<file path="config.mk">
export PLATFORM = sky130hd
export DESIGN_NAME = fetch_sequencer
export DESIGN_NICKNAME = d
export VERILOG_FILES = /design/src/rtl/fetch_sequencer_pkg.sv /design/src/rtl/fetch_timeout_timer.sv /design/src/rtl/fetch_sequencer.sv
export SDC_FILE = /design/constraint.sdc
export NUM_CORES = 1
export LEC_CHECK = 0
export ABC_AREA = 1
export BUFFER_PORTS_ARGS = -buffer_cell sky130_fd_sc_hd__buf_2
export CAP_MARGIN = 0
export CORE_MARGIN = 10
export CORE_UTILIZATION = 51
export CTS_CLUSTER_DIAMETER = 80
export DETAILED_ROUTE_END_ITERATION = 6
export PLACE_DENSITY = 0.76
export RECOVER_POWER = 25
export SLEW_MARGIN = 20
export SYNTH_ARGS = -nofsm -noshare
export SYNTH_HDL_FRONTEND = slang
export SYNTH_SLANG_ARGS = --single-unit
</file>
<file path="constraint.sdc">
create_clock -name clk -period 1.7 [get_ports clk]
set_clock_uncertainty 0.05 [all_clocks]
set_input_delay 0.255 -clock clk [delete_from_list [all_inputs] [get_ports clk]]
set_output_delay 0.255 -clock clk [all_outputs]
set_load 0.05 [all_outputs]
</file>
<file path="src/rtl/fetch_sequencer_pkg.sv">
// fetch_sequencer_pkg: shared ARF/IR control encodings and fetch FSM states.
package fetch_sequencer_pkg;
  localparam logic [1:0] FS_DEC = 2'b00;
  localparam logic [1:0] FS_INC = 2'b01;
  localparam logic [1:0] FS_LOAD = 2'b10;
  localparam logic [1:0] FS_CLR = 2'b11;
  localparam logic [3:0] ARF_SEL_PC = 4'b1000;
  localparam logic [3:0] ARF_SEL_NONE = 4'b0000;
  localparam logic [1:0] OSEL_PC = 2'b00;
  typedef enum logic [2:0] {IDLE, FETCH_LO, FETCH_HI, PRESENT, FAULT} state_t;
  function automatic logic is_fetch(input state_t s);
    return s == FETCH_LO || s == FETCH_HI;
  endfunction
endpackage

</file>
<file path="src/rtl/fetch_timeout_timer.sv">
// fetch_timeout_timer: counts unacknowledged request cycles, flags the last allowed one.
module fetch_timeout_timer #(
  parameter int TIMEOUT = 15
) (
  input  logic clk,
  input  logic rst_n,
  input  logic clr,
  input  logic inc,
  output logic term
);
  logic [7:0] cnt;
  always_ff @(posedge clk or negedge rst_n)
    if (!rst_n) cnt <= '0;
    else if (clr) cnt <= '0;
    else if (inc) cnt <= cnt + 8'd1;
  assign term = inc && cnt == 8'(TIMEOUT - 1);
endmodule

</file>
<file path="src/rtl/fetch_sequencer.sv">
// fetch_sequencer: two-byte instruction fetch into the IR with decode handshake, flush and timeout fault.
module fetch_sequencer
  import fetch_sequencer_pkg::*;
#(
  parameter int TIMEOUT = 15,
  parameter int CNT_W = 8
) (
  input  logic             clk,
  input  logic             rst_n,
  input  logic             start,
  input  logic             halt,
  input  logic             flush,
  output logic             mem_req,
  input  logic             mem_ack,
  output logic [1:0]       arf_outdsel,
  output logic [3:0]       arf_regsel,
  output logic [1:0]       arf_funsel,
  output logic             ir_en,
  output logic             ir_lh,
  output logic [1:0]       ir_funsel,
  output logic             instr_valid,
  input  logic             instr_ready,
  output logic [CNT_W-1:0] fetch_cnt,
  output logic             fault,
  output logic             busy
);
  state_t state, state_n;
  logic inc, term;
  // inc comes straight from state and inputs so the timer never loops through the FSM decode
  assign inc = is_fetch(state) && !flush && !mem_ack;
  fetch_timeout_timer #(.TIMEOUT(TIMEOUT)) u_timer (
    .clk(clk), .rst_n(rst_n), .clr(!inc || state_n != state), .inc(inc), .term(term)
  );
  always_ff @(posedge clk or negedge rst_n)
    if (!rst_n) begin
      state <= IDLE;
      fetch_cnt <= '0;
    end else begin
      state <= state_n;
      if (instr_valid && instr_ready) fetch_cnt <= fetch_cnt + 1'b1;
    end
  always_comb begin
    state_n = state;
    mem_req = 1'b0;
    arf_outdsel = OSEL_PC;
    arf_regsel = ARF_SEL_NONE;
    arf_funsel = 2'b00;
    ir_en = 1'b0;
    ir_lh = 1'b0;
    ir_funsel = 2'b00;
    instr_valid = 1'b0;
    fault = 1'b0;
    case (state)
      IDLE: state_n = start ? FETCH_LO : IDLE;
      FETCH_LO, FETCH_HI: begin
        mem_req = !flush;
        ir_lh = state == FETCH_HI;
        // flush beats a same-cycle ack: no IR load, no PC increment
        if (flush) state_n = FETCH_LO;
        else if (mem_ack) begin
          ir_en = 1'b1;
          ir_funsel = FS_LOAD;
          arf_regsel = ARF_SEL_PC;
          arf_funsel = FS_INC;
          state_n = state == FETCH_LO ? FETCH_HI : PRESENT;
        end else if (term) state_n = FAULT;
      end
      PRESENT: begin
        instr_valid = !flush;
        state_n = flush ? FETCH_LO : !instr_ready ? PRESENT : halt ? IDLE : FETCH_LO;
      end
      FAULT: begin
        fault = 1'b1;
        state_n = start ? FETCH_LO : FAULT;
      end
      default: state_n = IDLE;
    endcase
  end
  assign busy = state inside {FETCH_LO, FETCH_HI, PRESENT};
endmodule

</file>
==> run summary, run 1 <==
The number of design-rule violations left by the first detailed-router iteration is 25. The largest fanout on the critical path is 5. At the pin with the least slew margin, the transition time is 1.01 ns. The layout overhead on the synthesized area came out at 32.6%.

Entering global routing, the biggest net connects 20 pins. The number of filler instances in the final layout is 163. The initial antenna violation count came to 0.

The setup TNS after final layout came out at -0.423 ns. The count of placed standard cells including taps came out at around 180. Dividing the final minimum period by the clock period gives 105%. STA puts the critical path data required time at between 1 and 1.5 ns. Each instance of the synthesized netlist takes up on average 8.45 sq um. The count of maximum capacitance violations came out at 0. The clock latency reported for the late side of the worst-skew pair is 0.30 ns. The first global-routing pass estimated 4.37 mm of wire. The final period demand of the worst path came out at 1.79 ns. In this run the clock root is driven by a sky130_fd_sc_hd__clkbuf_4.

The number of remaining DRC errors came out at 0. The library cells used most frequently in the layout, excluding fill and tap cells, are sky130_fd_sc_hd__inv_1 (19), sky130_fd_sc_hd__dfrtp_1 (19), sky130_fd_sc_hd__nand2_1 (18), sky130_fd_sc_hd__buf_4 (17). The initial standard-cell utilization of the core is 55.6%. The number of instances in the synthesized netlist is 133.

The run finished, with violations left. The number of global-route vias before repair is 1010. The critical path class is register to output port. The total clock buffers created by CTS came out at 3. The H-tree level count came out at 1. The die width is roughly 67 um. The number of distinct library cells after synthesis is 28. The standard-cell row count is 16. The cell area that synthesis handed to floorplanning was 1120 sq um. The headroom to the max-slew limit came out at 32.6%. The power density over the cells is between 1000 and 1500 nW/um^2. The clock-pin slew reported for the worst setup and hold paths after clock tree synthesis came out at 0.10 ns. The number of pins exceeding their max-slew limit in the final report is 0. STA classifies the critical path endpoint as an output port. The synthesized design contains 19 register bits. The number of hold violations in the final report is 0. The area inside the core boundary came out at approximately 2000 sq um.

The total setup violations reported at the end of the flow came out at 5. The sequential element share of the synthesized area came out at 42.3%. The maximum number of buffers from clock root to sink is 2. The total global routing track utilization is 12.3%. The count of nets after finishing is 186. The element type at the critical path start is a register.

TritonCTS built the clock tree. The count of antenna diodes in the layout is 0. The detailed placement HPWL is 1.77 mm. The number of detailed-routing iterations run before antenna repair is 4.

The remaining global-route overflow came out at 0. In this run the worst hold path is classified as input port to register. Measured along the y axis, the die boundary spans 66.9 um. The cell depth of the worst flop-to-flop path is 12. The post-layout worst setup margin came out at -0.0895 ns.

The checks that failed: negative setup slack. At the worst endpoint, the arrival time is 1.48 ns. Setup repair after global routing could not meet its margin everywhere. For this design the top-level I/O count stands at 31. The share of final-layout standard cells stronger than drive strength 1 is between 30% and 40%. The area of the multi-input gates is 547 sq um. For this design the static power due to leakage is about 0.00079 uW. The final route contains 969 vias. The count of cells in the finished layout, fillers not included, comes to 202.

The count of nets left with antenna violations once routing finished came out at 0. The area taken by flip-flops and latches is 475 sq um. The routed wirelength normalized by instance count came out at approximately 13 um.

The maximum clock rate came out at 559 MHz. The number of warnings reported in the yosys synthesis log is 0. Summing internal, switching and leakage power gives about 2100 uW.

The placer's final routability congestion estimate is 0.841. The TritonCTS sink count came out at 19. The worst voltage drop across the vdd grid is 0.000999 V. The post-route worst hold slack came out at 0.123 ns. The mean number of vias per cell is 4.80. Port buffering added 23 buffers.

The die footprint is 4480 sq um. The wire length reported by the detailed router is 2.70 mm. The depth of the worst hold-timing path came out at 2.
-- final timing paths --
path | start | end | slack (ns)
worst min register to register | u_timer.cnt[0] | u_timer.cnt[0] | 0.44
max in group asynchronous | rst_n | u_timer.cnt[3] | 0.41
worst max-delay path | state[1] | ir_funsel[1] | -0.09
worst max register to register | state[0] | state[0] | 0.05
min in group asynchronous | rst_n | fetch_cnt[0] | 0.58
worst min-delay path | start | state[2] | 0.12
-- through the flow --
stage	utilization [%]	setup slack [ns]	cell area, sq um
finish	73.7	-0.0895	1490
global route	73.7	-0.172	1490
CTS	70.7	-0.0483	1430
detailed placement	60.7	0.178	1230
global placement	60.7	0.216	1230
floorplan	-	0.0505	1150
-- cell usage after synthesis --
cell type,n,area share (%)
sky130_fd_sc_hd__nand3_2,1,0.89
sky130_fd_sc_hd__nand4_1,2,1.1
sky130_fd_sc_hd__nand2_2,3,1.7
sky130_fd_sc_hd__o21ai_0,3,1.3
sky130_fd_sc_hd__o31ai_1,1,0.67
sky130_fd_sc_hd__and3_1,1,0.56
sky130_fd_sc_hd__nand2_1,18,6.0
sky130_fd_sc_hd__xor2_1,8,6.2
sky130_fd_sc_hd__nand4_2,1,1.1
sky130_fd_sc_hd__conb_1,1,0.33
sky130_fd_sc_hd__nand3_1,7,3.1
sky130_fd_sc_hd__nor2_4,3,3.0
sky130_fd_sc_hd__or2_2,1,0.56
sky130_fd_sc_hd__buf_4,10,6.7
sky130_fd_sc_hd__inv_2,1,0.33
sky130_fd_sc_hd__inv_1,20,6.7
sky130_fd_sc_hd__xnor2_1,1,0.78
sky130_fd_sc_hd__ha_1,3,3.3
sky130_fd_sc_hd__a31oi_1,1,0.56
sky130_fd_sc_hd__nor3_1,2,0.89
sky130_fd_sc_hd__nand2_4,2,2.0
sky130_fd_sc_hd__nor2_1,17,5.7
sky130_fd_sc_hd__a21oi_2,1,0.78
sky130_fd_sc_hd__a21oi_1,3,1.3
sky130_fd_sc_hd__nor3_2,1,0.89
sky130_fd_sc_hd__dfrtp_1,19,42
sky130_fd_sc_hd__a21o_1,1,0.67
sky130_fd_sc_hd__clkinv_2,1,0.45
-- routing by layer --
layer | wire, um | global-route usage (%)
met3 | 203 | 3.85
met4 | 89 | 5.90
met1 | 1060 | 12.5
met2 | 1340 | 22.3
met5 | 0 | 0
-- registers in the layout, indices dropped and copies added, names as in the netlist --
register	count
fetch_cnt	8
u_timer.cnt	8
state	3
-- power by group --
part / internal, uW / switching (uW) / total [uW]
registers: 531 / 77.9 / 609
clock network: 91.5 / 131 / 223
logic: 482 / 816 / 1300
-- area by class of cell --
cell class	instances	share of cell area, %
inverters	22	5.63
multi-input cells	88	36.7
repair buffers	42	21.7
clock buffers	4	1.76
flip-flops and latches	19	31.9
well taps	27	2.27
-- worst max-delay path, stage by stage (launching register included) --
cell                      delay (ns)
sky130_fd_sc_hd__dfrtp_1        0.42
sky130_fd_sc_hd__inv_1          0.11
sky130_fd_sc_hd__nand3_2        0.09
sky130_fd_sc_hd__nand2_2        0.11
sky130_fd_sc_hd__nand2_4        0.06
sky130_fd_sc_hd__nor2_4         0.20
sky130_fd_sc_hd__buf_8          0.19
-- what timing repair did --
| action | 4_1_cts | 5_1_grt |
|---|---|---|
| hold buffers | 1 | 0 |
| resized for setup | 16 | 12 |
| hold endpoints to repair | 19 | 0 |
| buffers inserted | 15 | 4 |
| endpoints found under the setup margin | 5 | 9 |
| pin swaps | 3 | 6 |
-- cells by family after synthesis --
group	Yosys count	synth area share (%)
AOI/OAI and AO/OA	10	5.35
xor gates and xnor gates	9	7.02
adders and majority gates	3	3.34
buffers and inverters	32	14.1
DFF	19	42.3
other	1	0.334
and+or+nand+nor	59	27.5
Power figures use the tool's default switching activity.
==> run 2: changes to the inputs <==
--- a/config.mk
+++ b/config.mk
@@ -8,7 +8,7 @@
 export ABC_AREA = 1
 export BUFFER_PORTS_ARGS = -buffer_cell sky130_fd_sc_hd__buf_2
 export CAP_MARGIN = 0
-export CORE_MARGIN = 10
+export CORE_MARGIN = 2
 export CORE_UTILIZATION = 51
 export CTS_CLUSTER_DIAMETER = 80
 export DETAILED_ROUTE_END_ITERATION = 6
==> run 2 against run 1 <==
The flow still finishes with violations (negative setup slack); routed wire length decreased by 8.9%; power decreased by 3.2%; via count decreased by 0.21%; sequential power increased by 1%; worst setup slack got worse by 0.014 ns; non-clock buffer count decreased by 3; final cell count decreased by 1.5%; utilization decreased by 1.7 points; cell area decreased by 2.3%; die area decreased by 42%; register-to-register slack improved by 0.11 ns; critical path type unchanged; critical endpoint is now arf_regsel[3].
==> run summary, run 2 (synthesis results as in run 1) <==
The flow ran to the end, but the final reports show violations. The final reports fail on negative setup slack. The library cell used most frequently in the layout, excluding fill and tap cells, is sky130_fd_sc_hd__dfrtp_1.

The area inside the core boundary came out at slightly above 2000 sq um. The startpoint of the worst hold path is start. The initial utilization of the core area, before any placement, comes to 55.6%. The power density over the cells is 1420 nW/um^2. Setup repair after global routing could not meet its margin everywhere. The H-tree level count came out at 1. The total global routing track utilization came out at approximately a fifth. After detailed routing, the number of remaining DRC violations is 0. The maximum number of buffers from clock root to sink is 2. The worst register-to-register path has a depth of 10. The total setup violations reported at the end of the flow is 4.

For this design the static power due to leakage is 0.000775 uW. The TritonCTS sink count is 19. The total I/O pin count is 31.

The largest fanout on the critical path came out at 5. The number of filler instances in the final layout is 164. For the finished layout, the period the worst path requires is 1.80 ns. The maximum clock rate is 555 MHz. The wire length of the first global-routing pass is roughly 3.8 mm. The period utilization came out at 106%.

The number of global-route vias before repair came out at between 900 and 1000. STA puts the critical path data required time at roughly 1.4 ns. The floorplan step set the die width to about 50 um. The headroom to the max-slew limit is 33.7%. In this run the critical register-to-register path is captured at state[0].

The area of the multi-input gates is 549 sq um. Cells with a size suffix above 1 make up 36.0% of the layout. In the final layout, the registers with the most flip-flops are fetch_cnt x8, u_timer.cnt x8, state x3.

The maximum number of pins on one net before global-route repair came out at 20. The die span in y came out at between 50 and 60 um. The remaining global-route overflow is 0. Before CTS, the worst setup slack after placement is 0.178 ns. The post-detailed-route count of antenna-violating nets came out at 0. The count of antenna diodes in the layout came out at 0. The depth of the worst hold-timing path is 2.

The count of input and output buffers is 23. The clock-pin slew reported for the worst setup and hold paths after clock tree synthesis is 0.10 ns. The routed wirelength normalized by instance count came out at roughly 12 um.

The wire length reported by the detailed router came out at 2.46 mm. The data arrival time of the critical path is 1.50 ns. The worst setup path is captured at an output port.

Overall power consumption after layout is estimated at between 2000 and 2500 uW. The die covers approximately 2600 sq um. The post-route worst hold slack came out at 0.128 ns. The number of hold violations in the final report is 0. The path class of the tightest hold or removal check is input port to register. The initial antenna violation count is 0. The worst hold path terminates at state[2]. The layout overhead on the synthesized area came out at 29.6%.

The congestion estimate from routability-driven global placement came to 0.810. The critical path class is register to output port. The number of design-rule violations left by the first detailed-router iteration came out at 11.

Once routing completed, OpenROAD measured the worst setup slack at -0.103 ns. The number of detailed-routing iterations run before antenna repair is 4. IR analysis of the VDD net gives a maximum drop of 0.00114 V. The mean number of vias per cell is 4.86.

For the pin with the worst max-slew slack, the measured transition is 0.995 ns. Across the run, the number of max-cap violations was 0. The standard-cell row count came out at 16. The detailed placement HPWL came out at 1.52 mm. The vias after detailed routing came out at 967. The element type at the critical path start is a register. The number of pins exceeding their max-slew limit in the final report is 0. The worst register-to-register path begins at state[1]. The count of nets after finishing is 183.

The total clock buffers created by CTS is 3. In the final layout, flip-flops and latches occupy 475 sq um. TritonCTS built the clock tree. Across all register-to-register paths, the minimum setup slack is about 0.16 ns. The cell sitting at the root of the clock tree is a sky130_fd_sc_hd__clkbuf_4.

In the layout the commonest cells are sky130_fd_sc_hd__dfrtp_1 (19), sky130_fd_sc_hd__inv_1 (18), sky130_fd_sc_hd__nand2_1 (18), sky130_fd_sc_hd__buf_4 (16), sky130_fd_sc_hd__buf_2 (15). The clock latency reported for the late side of the worst-skew pair is 0.29 ns.
## run 2: how the worst max path moves through the flow
stage / slack, ns / start / cells after the start / to
after floorplan: 0.05 / state[1] / 6 / arf_funsel[0]
after global placement: 0.19 / state[1] / 6 / ir_en
after detailed placement: 0.18 / state[1] / 6 / ir_funsel[1]
after CTS: -0.05 / state[0] / 6 / ir_funsel[1]
after global routing: -0.18 / state[1] / 6 / arf_regsel[3]
final: -0.10 / state[1] / 6 / arf_regsel[3]
## run 2: layout make-up
cell class / count / share of cell area (%)
well taps: 27 / 2.32
clock buffers: 4 / 1.80
inverters: 22 / 5.76
multi-input cells: 88 / 37.7
flip-flops and latches: 19 / 32.6
repair buffers: 39 / 19.8
## run 2: what timing repair did
item	in CTS	in global routing
gates resized for setup	17	10
setup endpoints to repair	5	8
pin swaps	3	4
gates cloned	0	0
endpoints found under the hold margin	19	0
hold buffers	1	0
buffers inserted	7	8
## run 2: through the flow
stage / TNS (ns) / instances / instance area [sq um] / util [%]
floorplan: 0 / 139 / 1150 / -
global placement: 0 / 179 / 1230 / 60.7
detailed placement: 0 / 179 / 1230 / 60.7
CTS: -0.209 / 191 / 1370 / 67.6
global route: -0.816 / 199 / 1460 / 72.0
finish: -0.386 / 199 / 1460 / 72.0
## run 2: per-layer routing
layer,share of wire (%),global-route usage (%),routed length (um),up-vias
li1,-,-,-,474
met2,55,36.8,1350,26
met4,0,6.76,0,0
met3,3.0,3.51,73,0
met1,42,21.9,1030,467
met5,0,0,0,-
## run 2: critical path, stage by stage, from the launching register on
cell and delay [ns]:
sky130_fd_sc_hd__dfrtp_1 0.45, sky130_fd_sc_hd__inv_2 0.10, sky130_fd_sc_hd__nand3_2 0.09, sky130_fd_sc_hd__nand2_2 0.11
sky130_fd_sc_hd__nand2_4 0.08, sky130_fd_sc_hd__nor2_4 0.19, sky130_fd_sc_hd__buf_6 0.19
## run 2: power by group
part / total [uW] / switching, uW / internal [uW]
Sequential: 618 / 86.3 / 531
Clock: 217 / 126 / 91.1
Combinational: 1230 / 803 / 424
